==> config.mk <==
export PLATFORM = sky130hd
export DESIGN_NAME = pacman_life_ctrl
export DESIGN_NICKNAME = d
export VERILOG_FILES = /design/src/rtl/pacman_pkg.sv /design/src/rtl/pacman_life_ctrl_frame_timer.sv /design/src/rtl/pacman_life_ctrl.sv
export SDC_FILE = /design/constraint.sdc
export NUM_CORES = 1
export LEC_CHECK = 0
export CORE_MARGIN = 3
export CORE_UTILIZATION = 61
export DETAILED_ROUTE_END_ITERATION = 8
export PLACE_DENSITY = 0.85
export SETUP_SLACK_MARGIN = 0.4
export SLEW_MARGIN = 30
export SYNTH_ARGS = -nofsm -noshare
export SYNTH_HDL_FRONTEND = slang
export SYNTH_SLANG_ARGS = --single-unit
==> constraint.sdc <==
create_clock -name frame_clk -period 6 [get_ports frame_clk]
set_input_delay 1.8 -clock frame_clk [delete_from_list [all_inputs] [get_ports frame_clk]]
set_output_delay 1.8 -clock frame_clk [all_outputs]
set_load 0.01 [all_outputs]
==> src/rtl/pacman_pkg.sv <==
// Shared types and widths for the Pacman game-flow logic.
package pacman_pkg;

    typedef enum logic [2:0] {
        IDLE      = 3'd0,
        RESPAWN   = 3'd1,
        PLAY      = 3'd2,
        DYING     = 3'd3,
        CLEAR     = 3'd4,
        GAME_OVER = 3'd5
    } game_state_t;

    localparam int LIVES_W = 3;
    localparam int LEVEL_W = 8;
    localparam int ANIM_W  = 7;
    localparam int TIMER_W = 16;

    localparam logic [ANIM_W-1:0] ANIM_MAX = '1;

endpackage

==> src/rtl/pacman_life_ctrl_frame_timer.sv <==
// Loadable frame down-counter that parks at zero; load takes priority over decrement.
module frame_timer #(
    parameter int W = 16
) (
    input  logic         clk_i,
    input  logic         rst_ni,
    input  logic         load_i,
    input  logic [W-1:0] value_i,
    input  logic         en_i,
    output logic         zero_o,
    output logic [W-1:0] count_o
);

    logic [W-1:0] count_q, count_d;

    always_comb begin
        count_d = count_q;
        if (load_i) begin
            count_d = value_i;
        end else if (en_i && (count_q != '0)) begin
            count_d = count_q - 1'b1;
        end
    end

    always_ff @(posedge clk_i) begin
        if (!rst_ni) begin
            count_q <= '0;
        end else begin
            count_q <= count_d;
        end
    end

    assign count_o = count_q;
    assign zero_o  = (count_q == '0);

endmodule

==> src/rtl/pacman_life_ctrl.sv <==
// Game-flow FSM: play, death, respawn, level clear and game over, plus lives/level counters.
module pacman_life_ctrl
    import pacman_pkg::*;
#(
    parameter int INIT_LIVES   = 3,
    parameter int DEATH_FRAMES = 60,
    parameter int CLEAR_FRAMES = 90,
    parameter int GRACE_FRAMES = 120,
    parameter int MAX_LEVEL    = 255
) (
    input  logic                frame_clk,
    input  logic                reset,
    input  logic                start,
    input  logic                collide,
    input  logic                level_clear,
    output game_state_t         state,
    output logic [LIVES_W-1:0]  lives,
    output logic [LEVEL_W-1:0]  level,
    output logic                freeze,
    output logic                respawn,
    output logic                game_over,
    output logic                grace,
    output logic [ANIM_W-1:0]   anim_frame
);

    game_state_t          state_q, state_d;
    logic [LIVES_W-1:0]   lives_q, lives_d;
    logic [LEVEL_W-1:0]   level_q, level_d;
    logic [ANIM_W-1:0]    anim_q, anim_d;
    logic                 freeze_q, respawn_q, game_over_q;

    logic                 state_change;
    logic                 grace_load, grace_en, grace_zero;
    logic                 anim_load, anim_en, anim_zero;
    logic [TIMER_W-1:0]   anim_value;
    logic [TIMER_W-1:0]   grace_count_unused, anim_count_unused;

    always_comb begin
        state_d = state_q;
        lives_d = lives_q;
        level_d = level_q;
        unique case (state_q)
            IDLE, GAME_OVER: begin
                if (start) begin
                    lives_d = LIVES_W'(INIT_LIVES);
                    level_d = LEVEL_W'(1);
                    state_d = RESPAWN;
                end
            end
            RESPAWN: state_d = PLAY;
            PLAY: begin
                // A real hit beats a simultaneous level clear.
                if (collide && grace_zero) begin
                    lives_d = lives_q - 1'b1;
                    state_d = DYING;
                end else if (level_clear) begin
                    state_d = CLEAR;
                end
            end
            DYING: begin
                if (anim_zero) begin
                    state_d = (lives_q == '0) ? GAME_OVER : RESPAWN;
                end
            end
            CLEAR: begin
                if (anim_zero) begin
                    if (level_q < LEVEL_W'(MAX_LEVEL)) begin
                        level_d = level_q + 1'b1;
                    end
                    state_d = RESPAWN;
                end
            end
            default: state_d = IDLE;
        endcase
    end

    assign state_change = (state_d != state_q);

    // The phase timer holds the frames still to run after the current one.
    assign anim_load  = state_change && ((state_d == DYING) || (state_d == CLEAR));
    assign anim_value = (state_d == DYING) ? TIMER_W'(DEATH_FRAMES - 1)
                                           : TIMER_W'(CLEAR_FRAMES - 1);
    assign anim_en    = !state_change && ((state_q == DYING) || (state_q == CLEAR));

    assign grace_load = state_change && (state_d == RESPAWN);
    assign grace_en   = (state_q == PLAY);

    always_comb begin
        anim_d = anim_q;
        if (state_change) begin
            anim_d = '0;
        end else if (((state_q == DYING) || (state_q == CLEAR)) && (anim_q != ANIM_MAX)) begin
            anim_d = anim_q + 1'b1;
        end
    end

    frame_timer #(.W(TIMER_W)) u_anim_timer (
        .clk_i   (frame_clk),
        .rst_ni  (reset),
        .load_i  (anim_load),
        .value_i (anim_value),
        .en_i    (anim_en),
        .zero_o  (anim_zero),
        .count_o (anim_count_unused)
    );

    frame_timer #(.W(TIMER_W)) u_grace_timer (
        .clk_i   (frame_clk),
        .rst_ni  (reset),
        .load_i  (grace_load),
        .value_i (TIMER_W'(GRACE_FRAMES)),
        .en_i    (grace_en),
        .zero_o  (grace_zero),
        .count_o (grace_count_unused)
    );

    always_ff @(posedge frame_clk) begin
        if (!reset) begin
            state_q     <= IDLE;
            lives_q     <= '0;
            level_q     <= '0;
            anim_q      <= '0;
            freeze_q    <= 1'b1;
            respawn_q   <= 1'b0;
            game_over_q <= 1'b0;
        end else begin
            state_q     <= state_d;
            lives_q     <= lives_d;
            level_q     <= level_d;
            anim_q      <= anim_d;
            freeze_q    <= (state_d != PLAY);
            respawn_q   <= (state_d == RESPAWN);
            game_over_q <= (state_d == GAME_OVER);
        end
    end

    assign state      = state_q;
    assign lives      = lives_q;
    assign level      = level_q;
    assign anim_frame = anim_q;
    assign freeze     = freeze_q;
    assign respawn    = respawn_q;
    assign game_over  = game_over_q;
    assign grace      = !grace_zero;

endmodule

# --- After elaboration in Yosys (flattened, before gate mapping) ---
# Cells that the tools add are included.
# W data, S select, Z words.
totals:
  regBits: 56
  latch_bits: 0
  ram_bits: 0
  romBits: 0
  out_inout_bits: 25
  wordCells: 78
  memories: 0
classes:
  n_addsub: 5
  mul: 0
  n_div: 0
  n_lt_le_gt_ge: 1
  n_eq_ne: 16
  shifts: 0
  muxes: 19
  bitwise_logic: 1
  n_reduce_logical: 26
op_table:
  columns: ["operator", "n"]
  rows:
  - ["$logic_not A16 Y1", 2]
  - ["$mux W16", 2]
  - ["$reduce_bool A16 Y1", 2]
  - ["$sub A16 B1 Y16 const B", 2]
  - ["$mux W3", 8]
  - ["$mux W8", 3]
  - ["$mux W7", 3]
  - ["$pmux W8 S2", 1]
  - ["$pmux W3 S5", 1]
  - ["$eq A3 B3 Y1 const B", 4]
  - ["$eq A3 B2 Y1 const B", 3]
  - ["$add A8 B1 Y8 const B", 1]
  - ["$lt A8 B8 Y1 const B", 1]
  - ["$ne A2 B2 Y1 const B", 4]
  - ["$reduce_bool A2 Y1", 4]
  - ["$add A7 B1 Y7 const B", 1]
  - ["$logic_and A1 B1 Y1", 7]
  - ["$ne A7 B7 Y1 const B", 1]
  - ["$eq A3 B1 Y1 const B", 2]
  - ["$logic_not A3 Y1", 2]
  - ["$pmux W3 S2", 1]
  - ["$reduce_or A2 Y1", 3]
  - ["$reduce_and A4 Y1", 1]
  - ["$ne A3 B2 Y1 const B", 1]
  - ["6 further kinds", 8]

# --- Longest topological paths before layout ---
# Gate-level depths: netlist of the first run.
depth:
  ltp_word: 10
  depth_mapped: 11
  mapped_depth_nobuf: 8

# --- Cells and area by module ---
# From an unflattened synthesis of the first run, not the netlist that was laid out.
unflattened:
  cells_unflattened: 386
  hier_area_um2: 3141.8
by_module_without_submodules:
  columns: ["mod", "instances", "cells_each", "area_per_inst_um2", "seq_area_each_um2"]
  rows:
  - ["frame_timer", 2, 114, 922.1, 320.3]
  - ["pacman_life_ctrl", 1, 158, 1297.5, 480.5]

# --- Worst setup path after synthesis of the first run ---
# No wires, ideal clock.
synth_path:
  path_kind: "input to register"
  from: "input port collide"
  to: "register u_anim_timer.count_q[6] (netlist: u_anim_timer.count_o[6])"
  arrival_ns: 3.426
  required_time_ns: 5.878
  setup_slack_ns: 2.452
  stages: 6
  path_cell_list: "or4b_2 > o31ai_4 > o221ai_2 > o21ba_1 > buf_6 > o311a_1"
synth_via:
  elab_chain_len: 8
  word_cells_on_any_way: 14
  cone_classes: "eq/ne: 3; mux: 4; reduce/logical: 7"
synth_lines:
  columns: ["item", "line", "rtl"]
  rows:
  - ["from (decl)", "pacman_life_ctrl.sv:14", "input logic collide,"]
  - ["$logic_and A1 B1 Y1 (*)", "pacman_life_ctrl.sv:53", "if (collide && grace_zero) begin"]
  - ["$mux W3 (*)", "pacman_life_ctrl.sv:53", null]
  - ["$pmux W3 S5 (*)", "pacman_life_ctrl.sv:42", "unique case (state_q)"]
  - ["$ne A3 B3 Y1", "pacman_life_ctrl.sv:77", "assign state_change = (state_d != state_q);"]
  - ["$logic_not A1 Y1", "pacman_life_ctrl.sv:83", "assign anim_en = !state_change && ((state_q == DYING) || (state_q == CLEAR));"]
  - ["$logic_and A1 B1 Y1", "pacman_life_ctrl.sv:83", null]
  - ["$logic_and A1 B1 Y1", "pacman_life_ctrl_frame_timer.sv:20", "end else if (en_i && (count_q != '0)) begin"]
  - ["$reduce_bool A2 Y1 (no source line)", null, null]
  - ["to (signal assigned)", "pacman_life_ctrl_frame_timer.sv:29", "count_q <= count_d;"]
  - ["to (decl)", "pacman_life_ctrl_frame_timer.sv:14", "logic [W-1:0] count_q, count_d;"]
# Every way passes the cells marked *; elsewhere a longest branch is shown, timed or not.
# A chain may end at the register's enable or synchronous reset.

# --- Final worst setup path of the first run ---
layout_path:
  from: "register u_grace_timer.count_q[3] (netlist: u_grace_timer.count_o[3])"
  to: "output port grace"
layout_via:
  elab_chain_len: 2
layout_lines:
  columns: ["item", "line", "rtl"]
  rows:
  - ["from (decl)", "pacman_life_ctrl_frame_timer.sv:14", null]
  - ["from (signal assigned)", "pacman_life_ctrl_frame_timer.sv:29", null]
  - ["$logic_not A16 Y1", "pacman_life_ctrl_frame_timer.sv:34", "assign zero_o = (count_q == '0);"]
  - ["$logic_not A1 Y1", "pacman_life_ctrl.sv:144", "assign grace = !grace_zero;"]
  - ["to (decl)", "pacman_life_ctrl.sv:22", "output logic grace,"]
# Every way passes these cells.

==> reports/results.tsv, run 1 <==
stage	metric	value	unit
sta	tightestPinTransition	0.8728	ns
synth	yosysSeqAreaShare	39.20	%
cells_and_area	final_common_cell	dfxtp_1	
drt	wl	5896	um
cts	cts_tree	built	
setup_path	crit_path_start	u_grace_timer.count_o[3]$_SDFFE_PN0P_	
cells_and_area	drive_gt1_share	10.91	%
die	dieArea	5547	um2
drt	drtAntennaViolNets	0	
die	ioPinCount	30	
cts	cts_setup_buffers	0	
global_route	grt_usage	22.45	%
synth	post_synth_inst_count	316	
cts	cts_buffers	5	
setup_path	worstSetupStartpointType	flop	
sta	period_needed	4.211	ns
setup_path	criticalPathCategory	reg2out	
cts	clkTransAtPathRegs	0.10	ns
drt	wl_per_cell	15.08	um
power_and_ir_drop	power_frac_comb	34.6	%
worst_hold_path	hold_path_class	reg2reg	
power_and_ir_drop	irDropWorstVdd	0.1815	mV
sta	finalSetupViolations	0	
synth	ys_ff_latch	56	
drt	routed_via_density	5.987	
setup_path	worstPathRequired	4.20	ns
cts	root_buffer	clkbuf_8	
synth	synth_top_area_share	39.20	%
sta	fmax	237.5	MHz
sta	slew_violations	0	
cells_and_area	antennaDiodeCount	0	
sta	tns	0	ns
die	die_y	74.48	um
setup_path	cpMaxStageDelayCell	or4_1	
setup_path	reg2reg_to	u_anim_timer.count_o[6]$_SDFFE_PN0P_	
place	gp_congestion	0.8291	
synth	yosysWarnings	0	
cts	cts_buffer_depth	2	
synth	ys.flop_type	dfxtp_1	
power_and_ir_drop	cellPowerDensity	304.8	nW/um2
cells_and_area	syn_to_final_growth	13.17	%
power_and_ir_drop	power_switching	0.0003664	W
sta	period_share	70.18	%
cells_and_area	fillCellCount	348	
power_and_ir_drop	p_leak	1.197	nW
cells_and_area	most-common-layout-cells	dfxtp_1, nor2_1, clkdlybuf4s50_1	
synth	synth_edf_count	0	
die	die_w	74.48	um
synth	synth_top_area_cell	dfxtp_1	
place	dp_hpwl	4242	um
power_and_ir_drop	power.internal	0.0006203	W
run_status	status	completed	
cells_and_area	fin_nets	351	
cells_and_area	post-route-util	72.83	%
synth	yosysUniqueCellTypes	55	
cts	clock_latency	0.31	ns
die	core_area	4444	um2
sta	hold_violations	0	
setup_path	crit_chain	or4_1, nor4_2, nand2_1, clkdlybuf4s50_1	
sta	slew_headroom	41.28	%
die	num_rows	24	
synth	postSynthAreaPerCell	9.051	um2
sta	final.setup_skew	0.008938	ns
global_route	grt_pass1_vias	2186	
setup_path	r2r_cells	8	
power_and_ir_drop	p_seq_share	45.2	%
synth	synthArstFlopShare	0	%
setup_path	r2r-start	u_anim_timer.count_o[1]$_SDFFE_PN0P_	
global_route	antenna_found_initial	0	
drt	remaining_drc_errors	0	
synth	synthesis.nets	328	
global_route	grt_pass1_wl	9860	um
setup_path	max_stage_delay	0.68	ns
setup_path	worstPathArrival	2.41	ns
run	maxCapViolations	0	
drt	drtIter0Drc	219	
cts	cts.sinks	56	
cts	holdBufCountCts	0	
place	port-buffer-count	29	
global_route	overflow	0	
synth	ys_top_cells_by_area	dfxtp_1, nor2_1, xnor2_1	
power_and_ir_drop	clock_power_share	20.2	%
global_route	grt_max_degree	27	
synth	synth.cell_area	2860	um2
setup_path	setup.worst_path.end	grace	
setup_path	cp_max_fo	7	
drt	num_vias	2341	
cts	post_cts_resized	0	
drt	firstDrtPassIters	4	
power_and_ir_drop	switching_share	37.13	%
sta	rsz0062_at_grt	false	
setup_path	regToRegSetupSlack	2.60	ns
cts	h-tree-depth	2	
setup_path	end_kind	output pin	
die	start_util	64.36	%
metrics by stage:
step,total power [W],setup WS (ns),instance area [um2],hold WS [ns],instances
finish,0.0009867,1.789,3237,0.5033,391
floorplan,0.0007119,2.452,2860,0.4500,316
CTS,0.0009835,1.545,3231,0.4938,391
global placement,0.0007768,1.639,3149,0.4720,384
global route,0.001042,1.592,3237,0.5389,391
detailed placement,0.0007873,1.598,3149,0.4803,384
registers in the layout (all words and copies together) (netlist names):
name,flops
state,3
level,8
u_anim_timer.count_o,16
game_over,1
u_grace_timer.count_o,16
freeze,1
respawn,1
anim_frame,7
lives,3
how the worst min path moves through the flow:
stage          slack [ns]  depth (start not counted)                               endpoint                                   from
5_1_grt              0.54                          2   u_anim_timer.count_o[9]$_SDFFE_PN0P_   u_anim_timer.count_o[9]$_SDFFE_PN0P_
2_1_floorplan        0.45                          2  u_grace_timer.count_o[9]$_SDFFE_PP0P_  u_grace_timer.count_o[9]$_SDFFE_PP0P_
6_report             0.50                          2  u_grace_timer.count_o[9]$_SDFFE_PP0P_  u_grace_timer.count_o[9]$_SDFFE_PP0P_
3_3_place_gp         0.47                          2  u_grace_timer.count_o[9]$_SDFFE_PP0P_  u_grace_timer.count_o[9]$_SDFFE_PP0P_
4_1_cts              0.49                          2  u_grace_timer.count_o[9]$_SDFFE_PP0P_  u_grace_timer.count_o[9]$_SDFFE_PP0P_
3_5_place_dp         0.48                          2  u_grace_timer.count_o[9]$_SDFFE_PP0P_  u_grace_timer.count_o[9]$_SDFFE_PP0P_
power groups by stage:
| stage | Sequential, W | Combinational [W] | Clock [W] |
|---|---|---|---|
| 5_1_grt | 0.000450 | 0.000377 | 0.000215 |
| 3_5_place_dp | 0.000453 | 0.000334 | 0 |
| 6_report | 0.000446 | 0.000341 | 0.000200 |
| 4_1_cts | 0.000445 | 0.000337 | 0.000202 |
| 3_3_place_gp | 0.000451 | 0.000326 | 0 |
| 2_1_floorplan | 0.000443 | 0.000269 | 0 |
cells by family after synthesis:
| family | share of synthesized area [%] |
|---|---|
| AOI/OAI and AO/OA | 14.35 |
| xor gates and xnor gates | 11.02 |
| adders and majority gates | 3.062 |
| buffers and inverters | 3.762 |
| DFF | 39.20 |
| muxes | 0.3500 |
| and+or+nand+nor | 28.26 |
critical path, delay by kind of cell (launching register included):
family	cells	cell delay (ns)
DFF	1	0.36
buffers and inverters	1	0.51
and+or+nand+nor	3	1.24
synthesized netlist by cell type (6+ instances only):
library cell / n
a21oi_1: 13
and3_1: 6
clkbuf_1: 8
dfxtp_1: 56
ha_1: 7
inv_1: 8
nand2_1: 14
nand2b_1: 6
nand3_1: 8
nand4_1: 11
nor2_1: 43
nor3_1: 11
nor3_2: 8
nor4_1: 9
xnor2_1: 18
xor2_1: 18
metal layers:
| metal | vias to the layer above | wire length (um) | GRT usage [%] |
|---|---|---|---|
| li1 | 1181 | - | - |
| met1 | 1092 | 2775 | 30.28 |
| met2 | 62 | 2754 | 36.88 |
| met3 | 6 | 313 | 4.730 |
| met4 | 0 | 53 | 5.336 |
| met5 | - | 0 | 0 |
area by class of cell:
cell class	count	area, um2	area share, %
Sequential cell	56	1121	34.63
Tap cell	52	65.06	2.010
Timing Repair Buffer	30	297.8	9.200
Clock inverter	2	12.51	0.3865
Multi-Input combinational cell	237	1638	50.60
Clock buffer	5	68.82	2.126
Inverter	9	33.78	1.044
(Power assumes the default switching activity.)
==> run 2: changes to the inputs <==
Settings changed: CORE_UTILIZATION 61 to 56, PLACE_DENSITY 0.85 to 0.79.
Clock period 6 ns to 4.34 ns, I/O delays scaled along.
==> reports/results.tsv, run 2 (synthesis results as in run 1) <==
stage	metric	value	unit	change
setup_path	reg2reg_to	u_anim_timer.count_o[15]$_SDFFE_PN0P_		was u_anim_timer.count_o[6]$_SDFFE_PN0P_
global_route	grt_pass1_vias	2177		was 2,186
cts	post_cts_resized	0		unchanged
setup_path	worstPathRequired	3.04	ns	was 4.20 ns
sta	slew_violations	0		unchanged
power_and_ir_drop	p_leak	1.250	nW	was 1.197 nW
setup_path	crit_chain	or4_1, nor4_1, buf_4, nand2_1, clkdlybuf4s50_1		was or4_1, nor4_2, nand2_1, clkdlybuf4s50_1
place	dp_hpwl	4251	um	was 4242 um
cells_and_area	fillCellCount	387		was 348
setup_path	max_stage_delay	0.68	ns	about the same
setup_path	cpMaxStageDelayCell	or4_1		unchanged
die	die_w	77.47	um	was 74.48 um
cells_and_area	most-common-layout-cells	dfxtp_1, nor2_1, clkdlybuf4s50_1		unchanged
drt	firstDrtPassIters	4		unchanged
cells_and_area	multiInputGateArea	1632	um2	was 1638 um2
worst_hold_path	hold_end	lives[0]$_SDFFE_PN0P_		was u_grace_timer.count_o[9]$_SDFFE_PP0P_
global_route	grt_usage	20.46	%	was 22.45%
sta	rsz0062_at_grt	false		unchanged
sta	period_needed	3.622	ns	
drt	wl	5807	um	was 5896 um
worst_hold_path	min_from	lives[0]$_SDFFE_PN0P_		was u_grace_timer.count_o[9]$_SDFFE_PP0P_
drt	remaining_drc_errors	0		unchanged
setup_path	end_kind	output pin		unchanged
cts	clkTransAtPathRegs	0.10	ns	about the same
cts	cts_buffer_depth	2		unchanged
run_status	status	completed		unchanged
cts	holdBufCountCts	0		unchanged
global_route	overflow	0		unchanged
drt	drtIter0Drc	246		was 219
sta	tightestPinTransition	0.8648	ns	was 0.8728 ns
die	start_util	59.38	%	was 64.36%
place	place_area	3191	um2	was 3149 um2
die	num_rows	25		was 24
cells_and_area	drive_gt1_share	11.66	%	was 10.91%
run	maxCapViolations	0		unchanged
cells_and_area	final_common_cell	dfxtp_1		unchanged
place	port-buffer-count	29		unchanged
power_and_ir_drop	irDropWorstVdd	0.2570	mV	was 0.1815 mV
setup_path	cp_max_fo	7		unchanged
worst_hold_path	hold_path_class	reg2reg		unchanged
sta	worst_slack	0.7176	ns	was 1.789 ns
cts	h-tree-depth	2		unchanged
worst_hold_path	hold_path_depth	1		was 2
place	pre_cts_ws	0.6593	ns	was 1.598 ns
die	ioPinCount	30		unchanged
cts	cts_tree	built		unchanged
global_route	grt_max_degree	20		was 27
drt	num_vias	2356		was 2,341
setup_path	regToRegSetupSlack	1.12	ns	was 2.60 ns
global_route	grt_pass1_wl	9936	um	was 9860 um
sta	slew_headroom	41.81	%	was 41.28%
cells_and_area	fin_area	3349	um2	was 3237 um2
die	die_y	77.47	um	was 74.48 um
die	dieArea	6001	um2	was 5547 um2
global_route	antenna_found_initial	0		unchanged
sta	finalSetupViolations	0		unchanged
sta	final.setup_skew	0.007873	ns	was 0.008938 ns
cts	cts.sinks	56		unchanged
drt	wl_per_cell	14.16	um	was 15.08 um
sta	period_share	83.47	%	
cts	clock_latency	0.32	ns	was 0.31 ns
sta	fmax	276.1	MHz	
setup_path	r2r_cells	9		was 8
cts	root_buffer	clkbuf_8		unchanged
setup_path	r2r-start	u_anim_timer.count_o[0]$_SDFFE_PN0P_		was u_anim_timer.count_o[1]$_SDFFE_PN0P_
sta	tns	0	ns	unchanged
setup_path	criticalPathCategory	reg2out		unchanged
drt	drtAntennaViolNets	0		unchanged
setup_path	worstSetupStartpointType	flop		unchanged
cells_and_area	antennaDiodeCount	0		unchanged
cells_and_area	fin_nets	354		was 351
cells_and_area	syn_to_final_growth	17.10	%	was 13.17%
sta	hold_violations	0		unchanged
drt	routed_via_density	5.746		was 5.987
power_and_ir_drop	cellPowerDensity	465.0	nW/um2	was 304.8 nW/um2
cells_and_area	seqCellArea	1121	um2	unchanged
setup_path	worstPathArrival	2.32	ns	was 2.41 ns
cts	cts_setup_buffers	0		unchanged
place	gp_congestion	0.9132		was 0.8291
cts	cts_buffers	5		unchanged
die	core_area	4817	um2	was 4444 um2
==> run 2: worst max path at each step <==
stage | start | end | slack [ns] | cells past startpoint
3_3_place_gp | collide | u_anim_timer.count_o[6]$_SDFFE_PN0P_ | 0.71 | 6
2_1_floorplan | collide | u_anim_timer.count_o[6]$_SDFFE_PN0P_ | 1.29 | 6
6_report | u_grace_timer.count_o[3]$_SDFFE_PN0P_ | grace | 0.72 | 5
3_5_place_dp | collide | u_anim_timer.count_o[6]$_SDFFE_PN0P_ | 0.66 | 6
5_1_grt | u_grace_timer.count_o[3]$_SDFFE_PN0P_ | grace | 0.58 | 5
4_1_cts | u_grace_timer.count_o[3]$_SDFFE_PN0P_ | grace | 0.73 | 5
==> run 2: where the power goes <==
group          switching, W  total [W]  internal, W
sequential        0.0000538   0.000615     0.000561
clock              0.000171   0.000460     0.000288
combinational      0.000286   0.000483     0.000197
==> run 2: critical path: cells and delay by family, from the launching register on <==
kind | cells | cell delay, ns
and+or+nand+nor | 3 | 0.97
buffers and inverters | 2 | 0.67
DFF | 1 | 0.36
==> run 2: stage by stage <==
stage	hold WS (ns)	power, W	instances	util (%)
2_1_floorplan	0.4500	0.0009841	316	-
4_1_cts	0.5053	0.001557	410	69.53
6_report	0.5021	0.001557	410	69.53
3_5_place_dp	0.4905	0.001102	402	66.23
5_1_grt	0.5395	0.001643	410	69.53
3_3_place_gp	0.4725	0.001089	402	66.23
==> run 2: layer usage <==
layer | global-route usage (%) | share of wire [%]
met4 | 6.762 | 1.2
met2 | 32.38 | 46
met5 | 0 | 0
met3 | 4.292 | 3.6
met1 | 27.80 | 50
==> run 2: cell type report <==
class                   count  area share [%]
multi-input cells         237           48.71
flip-flops and latches     56           33.47
repair buffers             33           9.563
clock inverters             3           2.690
well taps                  67           2.503
clock buffers               5           2.055
inverters                   9           1.009
